`src/rtl/chess_layout_renderer.sv`:
```
// Snapshots the flattened chess Layout once per frame and streams RGB565 pixels to the LCD writer.
// Define CURSOR_BLINK_EN to blink cursor borders every BLINK_FRAMES frames.
module chess_layout_renderer #(
    parameter int CHESS_SQUARES  = 64,
    parameter int SQUARE_WIDTH   = 8,
    parameter int DISPLAY_WIDTH  = 240,
    parameter int DISPLAY_HEIGHT = 320,
    parameter int SQUARE_PIXELS  = 30,
    parameter int BOARD_Y_OFFSET = 40,
    parameter int BLINK_FRAMES   = 16
) (
    input  logic                                  clock,
    input  logic                                  resetApp,
    input  logic [CHESS_SQUARES*SQUARE_WIDTH-1:0] Layout,
    input  logic                                  pixelReady,
    output logic                                  pixelWrite,
    output logic [15:0]                           pixelData,
    output logic                                  pixelFirst
);

    localparam int X_W   = $clog2(DISPLAY_WIDTH);
    localparam int Y_W   = $clog2(DISPLAY_HEIGHT);
    localparam int SUB_W = $clog2(SQUARE_PIXELS);

    localparam logic [X_W-1:0]   X_LAST     = X_W'(DISPLAY_WIDTH - 1);
    localparam logic [Y_W-1:0]   Y_LAST     = Y_W'(DISPLAY_HEIGHT - 1);
    localparam logic [Y_W-1:0]   Y_TOP      = Y_W'(BOARD_Y_OFFSET);
    localparam logic [Y_W-1:0]   Y_BOT      = Y_W'(BOARD_Y_OFFSET + 8 * SQUARE_PIXELS);
    localparam logic [SUB_W-1:0] SUB_LAST   = SUB_W'(SQUARE_PIXELS - 1);
    localparam logic [SUB_W-1:0] BORDER_LO  = SUB_W'(2);
    localparam logic [SUB_W-1:0] BORDER_HI  = SUB_W'(SQUARE_PIXELS - 3);
    localparam logic [SUB_W-1:0] INSET_LO   = SUB_W'(8);
    localparam logic [SUB_W-1:0] INSET_HI   = SUB_W'(SQUARE_PIXELS - 9);

    localparam logic [15:0] C_BACKGROUND = 16'h0000;
    localparam logic [15:0] C_LOCKED_CUR = 16'hF800;
    localparam logic [15:0] C_CURSOR     = 16'h07E0;
    localparam logic [15:0] C_WHITE_PC   = 16'hFFFF;
    localparam logic [15:0] C_BLACK_PC   = 16'h2104;
    localparam logic [15:0] C_LOCKED_SRC = 16'hFFE0;
    localparam logic [15:0] C_LIGHT_SQ   = 16'hDEFB;
    localparam logic [15:0] C_DARK_SQ    = 16'h8410;

    typedef enum logic [1:0] {
        S_IDLE,
        S_LATCH,
        S_STREAM,
        S_FRAME_END
    } state_t;

    state_t state_q, state_d;

    logic [X_W-1:0]   x_q, x_d;
    logic [Y_W-1:0]   y_q, y_d;
    logic [SUB_W-1:0] sub_x_q, sub_x_d;
    logic [SUB_W-1:0] sub_y_q, sub_y_d;
    logic [2:0]       col_q, col_d;
    logic [2:0]       row_q, row_d;

    logic [CHESS_SQUARES-1:0][SQUARE_WIDTH-1:0] snap_q;

    logic streaming;
    logic xfer;
    logic last_pixel;
    logic board_line;
    logic cursor_vis;

    assign streaming  = (state_q == S_STREAM);
    assign xfer       = streaming && pixelReady;
    assign last_pixel = (x_q == X_LAST) && (y_q == Y_LAST);
    assign board_line = (y_q >= Y_TOP) && (y_q < Y_BOT);

    // Priority colour of one on-board pixel from its square entry and in-square position.
    function automatic logic [15:0] square_colour(
        input logic [SQUARE_WIDTH-1:0] sq,
        input logic [SUB_W-1:0]        sx,
        input logic [SUB_W-1:0]        sy,
        input logic [2:0]              row,
        input logic [2:0]              col,
        input logic                    show_cursor
    );
        logic        border;
        logic        inset;
        logic [15:0] c;
        border = (sx < BORDER_LO) || (sx > BORDER_HI) || (sy < BORDER_LO) || (sy > BORDER_HI);
        inset  = (sx >= INSET_LO) && (sx <= INSET_HI) && (sy >= INSET_LO) && (sy <= INSET_HI);
        if (border && show_cursor && sq[6]) begin
            c = C_LOCKED_CUR;
        end else if (border && show_cursor && sq[4]) begin
            c = C_CURSOR;
        end else if (inset && (sq[2:0] != 3'd0)) begin
            c = sq[3] ? C_WHITE_PC : C_BLACK_PC;
        end else if (sq[5]) begin
            c = C_LOCKED_SRC;
        end else if (row[0] ^ col[0]) begin
            c = C_DARK_SQ;
        end else begin
            c = C_LIGHT_SQ;
        end
        return c;
    endfunction

    always_ff @(posedge clock) begin
        if (resetApp) begin
            state_q <= S_IDLE;
            x_q     <= '0;
            y_q     <= '0;
            sub_x_q <= '0;
            sub_y_q <= '0;
            col_q   <= '0;
            row_q   <= '0;
        end else begin
            state_q <= state_d;
            x_q     <= x_d;
            y_q     <= y_d;
            sub_x_q <= sub_x_d;
            sub_y_q <= sub_y_d;
            col_q   <= col_d;
            row_q   <= row_d;
        end
    end

    // The snapshot is pure data: it is only ever read after a LATCH cycle has filled it.
    always_ff @(posedge clock) begin
        if (state_q == S_LATCH) begin
            snap_q <= Layout;
        end
    end

    always_comb begin
        state_d = state_q;
        case (state_q)
            S_IDLE:      state_d = S_LATCH;
            S_LATCH:     state_d = S_STREAM;
            S_STREAM:    if (xfer && last_pixel) state_d = S_FRAME_END;
            S_FRAME_END: state_d = S_LATCH;
            default:     state_d = S_IDLE;
        endcase
    end

    // Raster counters; square row/col only advance on board lines so no division is needed.
    always_comb begin
        x_d     = x_q;
        y_d     = y_q;
        sub_x_d = sub_x_q;
        sub_y_d = sub_y_q;
        col_d   = col_q;
        row_d   = row_q;
        if (xfer) begin
            if (x_q == X_LAST) begin
                x_d     = '0;
                sub_x_d = '0;
                col_d   = '0;
                if (y_q == Y_LAST) begin
                    y_d     = '0;
                    sub_y_d = '0;
                    row_d   = '0;
                end else begin
                    y_d = y_q + 1'b1;
                    if (board_line) begin
                        if (sub_y_q == SUB_LAST) begin
                            sub_y_d = '0;
                            row_d   = row_q + 1'b1;
                        end else begin
                            sub_y_d = sub_y_q + 1'b1;
                        end
                    end
                end
            end else begin
                x_d = x_q + 1'b1;
                if (sub_x_q == SUB_LAST) begin
                    sub_x_d = '0;
                    col_d   = col_q + 1'b1;
                end else begin
                    sub_x_d = sub_x_q + 1'b1;
                end
            end
        end
    end

`ifdef CURSOR_BLINK_EN
    localparam int FC_W = (BLINK_FRAMES > 1) ? $clog2(BLINK_FRAMES) : 1;
    localparam logic [FC_W-1:0] FC_LAST = FC_W'(BLINK_FRAMES - 1);

    logic [FC_W-1:0] frame_cnt_q, frame_cnt_d;
    logic            blink_hide_q, blink_hide_d;

    always_comb begin
        frame_cnt_d  = frame_cnt_q;
        blink_hide_d = blink_hide_q;
        if (state_q == S_FRAME_END) begin
            if (frame_cnt_q == FC_LAST) begin
                frame_cnt_d  = '0;
                blink_hide_d = ~blink_hide_q;
            end else begin
                frame_cnt_d = frame_cnt_q + 1'b1;
            end
        end
    end

    always_ff @(posedge clock) begin
        if (resetApp) begin
            frame_cnt_q  <= '0;
            blink_hide_q <= 1'b0;
        end else begin
            frame_cnt_q  <= frame_cnt_d;
            blink_hide_q <= blink_hide_d;
        end
    end

    assign cursor_vis = ~blink_hide_q;
`else
    assign cursor_vis = 1'b1;
`endif

    // Outputs depend only on registered state, so they hold steady while the LCD stalls.
    always_comb begin
        pixelWrite = streaming;
        pixelFirst = streaming && (x_q == '0) && (y_q == '0);
        pixelData  = C_BACKGROUND;
        if (streaming && board_line) begin
            pixelData = square_colour(snap_q[{row_q, col_q}], sub_x_q, sub_y_q,
                                      row_q, col_q, cursor_vis);
        end
    end

endmodule

```
`config.mk`:
```
export PLATFORM = sky130hd
export DESIGN_NAME = chess_layout_renderer
export DESIGN_NICKNAME = d
export VERILOG_FILES = /design/src/rtl/chess_layout_renderer.sv
export SDC_FILE = /design/constraint.sdc
export NUM_CORES = 1
export LEC_CHECK = 0
export CORE_MARGIN = 2
export CORE_UTILIZATION = 43
export DETAILED_ROUTE_END_ITERATION = 10
export PLACE_DENSITY = 0.76
export SETUP_SLACK_MARGIN = 0.1
export SYNTH_ARGS = -nofsm -noshare
export SYNTH_HDL_FRONTEND = slang
export SYNTH_SLANG_ARGS = --single-unit
```
`constraint.sdc`:
```
create_clock -name clock -period 12.4 [get_ports clock]
set_input_delay 2.48 -clock clock [delete_from_list [all_inputs] [get_ports clock]]
set_output_delay 2.48 -clock clock [all_outputs]
set_load 0.02 [all_outputs]
```
==> impl_results.html, run 1 <==
<table>
<tr><th>Metric</th><th>Value</th></tr>
<tr><th colspan="2">Outcome</th></tr>
<tr><td>Run status</td><td>finished, final reports clean</td></tr>
<tr><th colspan="2">CTS</th></tr>
<tr><td>Number of buffers inserted during clock tree synthesis</td><td>50</td></tr>
<tr><td>Root cell of the clock tree</td><td>clkbuf_16</td></tr>
<tr><td>TritonCTS clock tree</td><td>built</td></tr>
<tr><td>CTS-repair resized insts</td><td>0</td></tr>
<tr><td>H-tree lvl count</td><td>2</td></tr>
<tr><td>Clock input transition at the sequential cells of the worst setup and hold paths</td><td>0.06 ns</td></tr>
<tr><td>Bufs on Longest Clock Path</td><td>3</td></tr>
<tr><td>Postcts setup bufs</td><td>0</td></tr>
<tr><td>CTS sink count</td><td>483</td></tr>
<tr><td>Count of hold-fix buffers inserted at cts</td><td>0</td></tr>
<tr><td>Clock latency at the later pin of the worst-skew pair</td><td>0.59 ns</td></tr>
<tr><th colspan="2">Worst setup path</th></tr>
<tr><td>Signal arrival time at the worst endpoint</td><td>5.72 ns</td></tr>
<tr><td>Reg2Reg Launch Point</td><td>state_q[0]$_SDFFE_PP0P_</td></tr>
<tr><td>Standard cell with the maximum stage delay on the critical path</td><td>a211oi_1</td></tr>
<tr><td>CP Launch Type</td><td>register</td></tr>
<tr><td>Critical Path Max Stage Delay</td><td>0.78 ns</td></tr>
<tr><td>Critical path required time</td><td>9.92 ns</td></tr>
<tr><td>Crit path buf inv count</td><td>3</td></tr>
<tr><td>Highest net fanout along the worst path</td><td>39</td></tr>
<tr><td>Kind of critical path</td><td>register to primary output</td></tr>
<tr><td>Setup crit end kind</td><td>primary output</td></tr>
<tr><td>CP cell instances</td><td>buf_4 &gt; buf_4 &gt; mux4_2 &gt; a22oi_1 &gt; a21oi_1 &gt; a211oi_1 &gt; nor3_2 &gt; a21oi_1 &gt; o21a_1 &gt; o21a_1 &gt; clkdlybuf4s50_1</td></tr>
<tr><td>Launching element of the worst setup path</td><td>col_q[0]$_SDFFE_PP0P_</td></tr>
<tr><td>Cell family with the largest share of critical-path delay</td><td>buffers and inverters</td></tr>
<tr><th colspan="2">Yosys</th></tr>
<tr><td>Number of flops mapped to enable cells by yosys</td><td>448</td></tr>
<tr><td>Library cell with the largest summed area after synthesis</td><td>edfxtp_1</td></tr>
<tr><td>Post-synthesis sequential element count</td><td>483</td></tr>
<tr><td>Post-synth design cell area</td><td>18,630 um^2</td></tr>
<tr><td>Number of unique standard cell types used by synthesis</td><td>62</td></tr>
<tr><td>Yosys top cell area share</td><td>72.20%</td></tr>
<tr><td>Top_reg_cell synth</td><td>edfxtp_1</td></tr>
<tr><td>Ranking of synthesized cells by area</td><td>edfxtp_1 (72%), mux4_2 (7.9%), dfxtp_1 (3.8%)</td></tr>
<tr><td>Fraction of registers with async set or reset after synthesis</td><td>0%</td></tr>
<tr><td>Post-Synthesis Mean Instance Area</td><td>17.95 um^2</td></tr>
<tr><td>Synthesized netlist net count</td><td>1,565</td></tr>
<tr><td>Post-synthesis cell count</td><td>1,038</td></tr>
<tr><td>Yosys warning total</td><td>0</td></tr>
<tr><td>Sequential fraction of the synthesis area</td><td>75.96%</td></tr>
<tr><th colspan="2">Worst hold path</th></tr>
<tr><td>Hold Path Origin</td><td>x_q[1]$_SDFFE_PP0P_</td></tr>
<tr><td>Hold Crit Class</td><td>register to register</td></tr>
<tr><th colspan="2">Detailed routing</th></tr>
<tr><td>Post-Route WL</td><td>50,100 um</td></tr>
<tr><td>Routed len/inst</td><td>23.25 um</td></tr>
<tr><td>Post-route DRC</td><td>0</td></tr>
<tr><td>Number of detailed-routing iterations run before antenna repair</td><td>5</td></tr>
<tr><td>Via density per instance</td><td>5.253</td></tr>
<tr><td>Number of nets with antenna violations after detailed routing</td><td>0</td></tr>
<tr><td>Violation count after the first detailed-route iteration</td><td>806</td></tr>
<tr><td>Via total after detailed routing</td><td>11.32k</td></tr>
<tr><th colspan="2">Floorplanning</th></tr>
<tr><td>Y dimension of the die</td><td>212.2 um</td></tr>
<tr><td>Total Die Area</td><td>45,010 um^2</td></tr>
<tr><td>Starting density of the core</td><td>43.45%</td></tr>
<tr><td>Area inside the core boundary</td><td>42,890 um^2</td></tr>
<tr><td>Die X</td><td>212.2 um</td></tr>
<tr><td>Std cell rows</td><td>76</td></tr>
<tr><td># IOs</td><td>533</td></tr>
<tr><th colspan="2">Flow run</th></tr>
<tr><td>Max-capacitance violation count</td><td>0</td></tr>
<tr><th colspan="2">Pwr</th></tr>
<tr><td>Relative contribution of combinational cells to total power</td><td>12.9%</td></tr>
<tr><td>Register share of total power</td><td>53.5%</td></tr>
<tr><td>Switching power total</td><td>1.057 mW</td></tr>
<tr><td>Switch share</td><td>23.68%</td></tr>
<tr><td>Clock network fraction of design power</td><td>33.7%</td></tr>
<tr><td>Lkg Pwr</td><td>8.400 nW</td></tr>
<tr><td>Design internal power</td><td>3.407 mW</td></tr>
<tr><td>Power per cell area</td><td>174.6 nW/um^2</td></tr>
<tr><td>Maximum ir drop on the vdd rail</td><td>132.4 uV</td></tr>
<tr><td>Total power</td><td>4.464 mW</td></tr>
<tr><th colspan="2">Global route</th></tr>
<tr><td>Wire length of the first global-routing pass</td><td>72,200 um</td></tr>
<tr><td>Via count of the first global-routing pass</td><td>12.03k</td></tr>
<tr><td>Total routing usage reported by global routing</td><td>22.06%</td></tr>
<tr><td>Initial antenna violation count</td><td>12</td></tr>
<tr><td>Pin count of the biggest net entering global routing</td><td>90</td></tr>
<tr><td>Gr ovfl total</td><td>0</td></tr>
<tr><th colspan="2">STA</th></tr>
<tr><td>Max-slew violation count</td><td>0</td></tr>
<tr><td>Highest attainable clock frequency</td><td>122.0 MHz</td></tr>
<tr><td>Final setup violation count</td><td>0</td></tr>
<tr><td>Minimum clock period after layout</td><td>8.199 ns</td></tr>
<tr><td>Fin crit share</td><td>66.12%</td></tr>
<tr><td>Worst-margin pin slew</td><td>1.133 ns</td></tr>
<tr><td>Final Hold Vio Count</td><td>0</td></tr>
<tr><td>Unrepaired setup endpoints after global routing</td><td>false</td></tr>
<tr><td>Final Worst Setup Slack</td><td>4.201 ns</td></tr>
<tr><td>Worst clock skew</td><td>0.01847 ns</td></tr>
<tr><td>Max-slew headroom</td><td>24.45%</td></tr>
<tr><td>Post-Route Setup TNS</td><td>0 ns</td></tr>
<tr><th colspan="2">Placement</th></tr>
<tr><td>Half-perimeter wire length of the detailed placement result</td><td>35,650 um</td></tr>
<tr><td>Number of buffers added on ports</td><td>468</td></tr>
<tr><td>Pre-CTS setup slack</td><td>4.650 ns</td></tr>
<tr><td>GP Congestion</td><td>0.7967</td></tr>
<tr><th colspan="2">Cells and area</th></tr>
<tr><td>Number of nets in the final layout</td><td>2,048</td></tr>
<tr><td>Growth of design area from synthesis to finish</td><td>37.19%</td></tr>
<tr><td>Register area</td><td>14,160 um^2</td></tr>
<tr><td>Multi-input gate area</td><td>4150 um^2</td></tr>
<tr><td>Share of post-route cells with drive strength above 1</td><td>11.26%</td></tr>
<tr><td>Fillers</td><td>3,143</td></tr>
</table>
## cells by family (layout without fill, tap and decap cells)
family / count (synthesis) / in the layout / share of synthesized area, %
adders and majority gates: 12 / 12 / 0.8058
other: 0 / 7 / 0
and+or+nand+nor: 257 / 257 / 7.152
DFF: 483 / 483 / 75.96
muxes: 77 / 77 / 8.562
buffers and inverters: 65 / 590 / 1.853
AOI/OAI and AO/OA: 123 / 123 / 4.681
xor gates and xnor gates: 21 / 21 / 0.9871
## per-stage QoR
stage / std cells / util (%) / hold WS [ns] / instance area (um^2)
6_report: 2155 / 59.60 / 0.5232 / 25560
5_1_grt: 2152 / 59.59 / 0.5253 / 25550
3_3_place_gp: 2054 / 55.70 / 0.4851 / 23890
3_5_place_dp: 2054 / 55.70 / 0.5004 / 23890
4_1_cts: 2148 / 59.56 / 0.5164 / 25540
2_1_floorplan: 1038 / - / 0.4664 / 18630
## final timing paths
kind	endpoint	slack (ns)	cells past startpoint
hold / removal	x_q[1]$_SDFFE_PP0P_	0.52	2
setup reg to reg	snap_q[305]$_DFFE_PN_	8.78	3
hold reg to reg	x_q[1]$_SDFFE_PP0P_	0.52	2
setup / recovery	pixelData[12]	4.20	11
## synthesized netlist by cell type, types with 13 or more instances
cell	count
a211oi_1	21
a21oi_1	27
a22oi_1	19
buf_2	18
buf_4	13
clkbuf_1	15
dfxtp_1	35
edfxtp_1	448
mux4_2	65
nand2_1	33
nor2_1	70
nor3_1	46
nor4_1	32
xor2_1	16
## power groups by stage
stage	clock network, mW	logic [mW]	registers, mW
global route	1.60	0.619	2.42
finish	1.50	0.574	2.39
CTS	1.53	0.580	2.39
detailed placement	0	0.577	2.42
floorplan	0	0.309	2.61
global placement	0	0.559	2.39
## layout make-up
cell class / count / share of cell area [%]
clock buffer: 59 / 5.110
tap: 585 / 2.863
sequential: 483 / 55.41
multi-input combinational: 490 / 16.24
inverter: 14 / 0.2056
clock inverter: 35 / 1.366
antenna: 7 / 0.06853
timing repair buffer: 482 / 18.74
## tightest hold or removal path, cell delays in order (launching register included)
cell and delay [ns]:
dfxtp_1 0.34, nand2_1 0.07, a21oi_1 0.06
## routing by layer
layer	GRT usage (%)	vias to the layer above	routed length [um]
met5	0	-	70
met4	7.722	12	1273
met3	5.790	91	3729
met2	38.46	451	26200
met1	26.49	5597	18830
li1	-	5169	-
## cells in the final DEF (no fill, tap or decap), types with 12 or more instances in the layout
master	instances
nor3_1	46
a211oi_1	21
clkinv_1	12
a22oi_1	19
dfxtp_1	30
clkdlybuf4s50_1	468
o21ai_0	12
mux4_2	65
buf_4	14
xor2_1	16
nor2_1	70
edfxtp_1	448
a21oi_1	27
nand2_1	33
nor4_1	32
clkbuf_16	51
## flip-flops by register name (all words and copies together), names as in the netlist
register	cells
y_q	9
state_q	2
snap_q	448
sub_x_q	5
sub_y_q	5
col_q	3
row_q	3
x_q	8
No activity file was read; power rests on OpenSTA's default activity.
==> run 2: changes to the inputs <==
==> constraint.sdc (replaced) <==
create_clock -name clock -period 7.4 [get_ports clock]
set_input_delay 1.48 -clock clock [delete_from_list [all_inputs] [get_ports clock]]
set_output_delay 1.48 -clock clock [all_outputs]
set_load 0.02 [all_outputs]
==> run 2 against run 1 <==
  * Design area fell by 0.36%
  * Clock skew is 0.0021 ns higher
  * Sequential power grew 67%
  * Critical path depth down 1
  * Core utilization is 0.22 points lower
  * First-iteration DRC count increased by 8.6%
  * Wire length is 0.13% lower
  * Register-to-register slack worse by 3.7 ns
  * Critical endpoint is now pixelData[9]
==> impl_results.html, run 2 (synthesized netlist as in run 1, its figures left out) <==
<table>
<tr><th>Metric</th><th>Value</th></tr>
<tr><th colspan="2">Global route</th></tr>
<tr><td>Wire length of the first global-routing pass</td><td>71,210 um (was 72,200 um)</td></tr>
<tr><td>Via count of the first global-routing pass</td><td>11.81k (was 12.03k)</td></tr>
<tr><td>Total routing usage reported by global routing</td><td>21.98% (was 22.06%)</td></tr>
<tr><td>Gr ovfl total</td><td>0 (unchanged)</td></tr>
<tr><td>Pin count of the biggest net entering global routing</td><td>131 (was 90)</td></tr>
<tr><td>Initial antenna violation count</td><td>10 (was 12)</td></tr>
<tr><th colspan="2">CTS</th></tr>
<tr><td>H-tree lvl count</td><td>2 (unchanged)</td></tr>
<tr><td>CTS sink count</td><td>483 (unchanged)</td></tr>
<tr><td>Clock latency at the later pin of the worst-skew pair</td><td>0.58 ns (was 0.59 ns)</td></tr>
<tr><td>Clock input transition at the sequential cells of the worst setup and hold paths</td><td>0.06 ns (about the same)</td></tr>
<tr><td>CTS-repair resized insts</td><td>0 (unchanged)</td></tr>
<tr><td>Bufs on Longest Clock Path</td><td>3 (unchanged)</td></tr>
<tr><td>Count of hold-fix buffers inserted at cts</td><td>0 (unchanged)</td></tr>
<tr><td>Number of buffers inserted during clock tree synthesis</td><td>50 (unchanged)</td></tr>
<tr><td>TritonCTS clock tree</td><td>built (unchanged)</td></tr>
<tr><td>Postcts setup bufs</td><td>0 (unchanged)</td></tr>
<tr><td>Root cell of the clock tree</td><td>clkbuf_16 (unchanged)</td></tr>
<tr><th colspan="2">Pwr</th></tr>
<tr><td>Power per cell area</td><td>288.1 nW/um^2 (was 174.6 nW/um^2)</td></tr>
<tr><td>Lkg Pwr</td><td>8.350 nW (was 8.400 nW)</td></tr>
<tr><td>Maximum ir drop on the vdd rail</td><td>203.7 uV (was 132.4 uV)</td></tr>
<tr><td>Total power</td><td>7.338 mW (was 4.464 mW)</td></tr>
<tr><th colspan="2">Detailed routing</th></tr>
<tr><td>Number of detailed-routing iterations run before antenna repair</td><td>5 (unchanged)</td></tr>
<tr><td>Number of nets with antenna violations after detailed routing</td><td>0 (unchanged)</td></tr>
<tr><td>Post-route DRC</td><td>0 (unchanged)</td></tr>
<tr><td>Via total after detailed routing</td><td>11.34k (was 11.32k)</td></tr>
<tr><td>Violation count after the first detailed-route iteration</td><td>875 (was 806)</td></tr>
<tr><td>Routed len/inst</td><td>23.26 um (was 23.25 um)</td></tr>
<tr><td>Via density per instance</td><td>5.273 (was 5.253)</td></tr>
<tr><td>Post-Route WL</td><td>50,040 um (was 50,100 um)</td></tr>
<tr><th colspan="2">Outcome</th></tr>
<tr><td>Run status</td><td>finished, final reports clean (unchanged)</td></tr>
<tr><th colspan="2">Cells and area</th></tr>
<tr><td>Largest register FFs</td><td>448 (unchanged)</td></tr>
<tr><td>Registers with the highest flip-flop counts</td><td>snap_q (448), y_q (9), x_q (8) (unchanged)</td></tr>
<tr><td>Number of cells in the finished layout apart from fillers</td><td>2,151 (was 2,155)</td></tr>
<tr><td>Area of all placed cells without fillers</td><td>25,470 um^2 (was 25,560 um^2)</td></tr>
<tr><td>Share of post-route cells with drive strength above 1</td><td>10.78% (was 11.26%)</td></tr>
<tr><td>Commonest non-fill, non-tap cell in the layout</td><td>clkdlybuf4s50_1 (unchanged)</td></tr>
<tr><td>Growth of design area from synthesis to finish</td><td>36.69% (was 37.19%)</td></tr>
<tr><td>Reg with most FFs</td><td>snap_q (unchanged)</td></tr>
<tr><td>Post-route core utilization</td><td>59.39% (was 59.60%)</td></tr>
<tr><td>Number of nets in the final layout</td><td>2,051 (was 2,048)</td></tr>
<tr><td>Most frequent cells in the layout</td><td>clkdlybuf4s50_1 (468), edfxtp_1 (448), nor2_1 (70), mux4_2 (65), clkbuf_16 (51) (unchanged)</td></tr>
<tr><th colspan="2">Placement</th></tr>
<tr><td>Half-perimeter wire length of the detailed placement result</td><td>36,580 um (was 35,650 um)</td></tr>
<tr><td>Pre-CTS setup slack</td><td>1.531 ns (was 4.650 ns)</td></tr>
<tr><td>Placement-stage cell area</td><td>23,930 um^2 (was 23,890 um^2)</td></tr>
<tr><td>Cell total after placement</td><td>2,057 (was 2,054)</td></tr>
<tr><td>Number of buffers added on ports</td><td>468 (unchanged)</td></tr>
<tr><td>GP Congestion</td><td>0.8312 (was 0.7967)</td></tr>
<tr><th colspan="2">STA</th></tr>
<tr><td>Final Hold Vio Count</td><td>0 (unchanged)</td></tr>
<tr><td>Max-slew headroom</td><td>21.48% (was 24.45%)</td></tr>
<tr><td>Worst clock skew</td><td>0.02060 ns (was 0.01847 ns)</td></tr>
<tr><td>Worst hold slack</td><td>0.5132 ns (was 0.5232 ns)</td></tr>
<tr><td>Max-slew violation count</td><td>0 (unchanged)</td></tr>
<tr><td>Fin crit share</td><td>87.23%</td></tr>
<tr><td>Unrepaired setup endpoints after global routing</td><td>false (unchanged)</td></tr>
<tr><td>Post-Route Setup TNS</td><td>0 ns (unchanged)</td></tr>
<tr><td>Final Worst Setup Slack</td><td>0.9448 ns (was 4.201 ns)</td></tr>
<tr><td>Highest attainable clock frequency</td><td>154.9 MHz</td></tr>
<tr><td>Final setup violation count</td><td>0 (unchanged)</td></tr>
<tr><td>Worst-margin pin slew</td><td>1.148 ns (was 1.133 ns)</td></tr>
<tr><td>Minimum clock period after layout</td><td>6.455 ns</td></tr>
<tr><th colspan="2">Worst hold path</th></tr>
<tr><td>Hold Crit Class</td><td>register to register (unchanged)</td></tr>
<tr><th colspan="2">Worst setup path</th></tr>
<tr><td>Register-to-Register Setup Slack</td><td>5.05 ns (was 8.78 ns)</td></tr>
<tr><td>Critical path required time</td><td>5.92 ns (was 9.92 ns)</td></tr>
<tr><td>Kind of critical path</td><td>register to primary output (unchanged)</td></tr>
<tr><td>Highest net fanout along the worst path</td><td>45 (was 39)</td></tr>
<tr><td>Signal arrival time at the worst endpoint</td><td>4.98 ns (was 5.72 ns)</td></tr>
<tr><td>CP Launch Type</td><td>register (unchanged)</td></tr>
<tr><td>Setup crit end kind</td><td>primary output (unchanged)</td></tr>
<tr><th colspan="2">Floorplanning</th></tr>
<tr><td>Starting density of the core</td><td>43.45% (unchanged)</td></tr>
<tr><td>Y dimension of the die</td><td>212.2 um (unchanged)</td></tr>
<tr><td>Std cell rows</td><td>76 (unchanged)</td></tr>
<tr><td>Die X</td><td>212.2 um (unchanged)</td></tr>
<tr><td>Total Die Area</td><td>45,010 um^2 (unchanged)</td></tr>
<tr><td>Area inside the core boundary</td><td>42,890 um^2 (unchanged)</td></tr>
<tr><td># IOs</td><td>533 (unchanged)</td></tr>
<tr><th colspan="2">Flow run</th></tr>
<tr><td>Max-capacitance violation count</td><td>0 (unchanged)</td></tr>
</table>
==> run 2: cell types whose count changed in the layout (fill, tap and decap cells not counted), sizes merged <==
cell	before	now
clkbuf	59	67
bufinv	6	3
diode	7	8
clkinv	26	13
buf	14	17
==> run 2: per-layer routing <==
layer | part of all wire [%] | track usage (%) | vias to the layer above | wire, um
met2 | 52 | 38.15 | 492 | 25930
li1 | - | - | 5167 | -
met1 | 37 | 25.92 | 5581 | 18450
met3 | 8.1 | 5.879 | 94 | 4068
met4 | 3.1 | 9.058 | 8 | 1535
met5 | 0.10 | 0 | - | 50
==> run 2: where the power goes <==
part           internal (mW)  switching (mW)
logic                  0.408           0.558
registers               3.83           0.169
clock network           1.37            1.00
total                   5.61            1.73
==> run 2: worst paths after layout <==
check	startpoint	endpoint	cells after the start
setup / recovery	col_q[1]$_SDFFE_PP0P_	pixelData[9]	10
hold / removal	x_q[1]$_SDFFE_PP0P_	x_q[1]$_SDFFE_PP0P_	2
setup reg to reg	state_q[0]$_SDFFE_PP0P_	row_q[0]$_SDFFE_PP0P_	10
hold reg to reg	x_q[1]$_SDFFE_PP0P_	x_q[1]$_SDFFE_PP0P_	2
==> run 2: area by class of cell <==
cell class | count | area (um^2)
Fill cell | 3186 | 17420
Sequential cell | 483 | 14160
Timing Repair Buffer | 485 | 4837
Multi-Input combinational cell | 490 | 4146
Clock buffer | 67 | 1346
Tap cell | 585 | 732.0
Clock inverter | 19 | 170.2
Inverter | 14 | 52.55
Antenna cell | 8 | 20.02
==> run 2: worst max-delay path, cell delays in order (launching register included) <==
cell and delay, ns:
dfxtp_4 0.77, buf_4 0.48, nor2b_1 0.08, a2111oi_0 0.99, nor4_1 0.10, nor4_1 0.28, a211o_1 0.29, and2b_1 0.20
o21ai_2 0.09, a31oi_1 0.36, clkdlybuf4s50_1 0.69
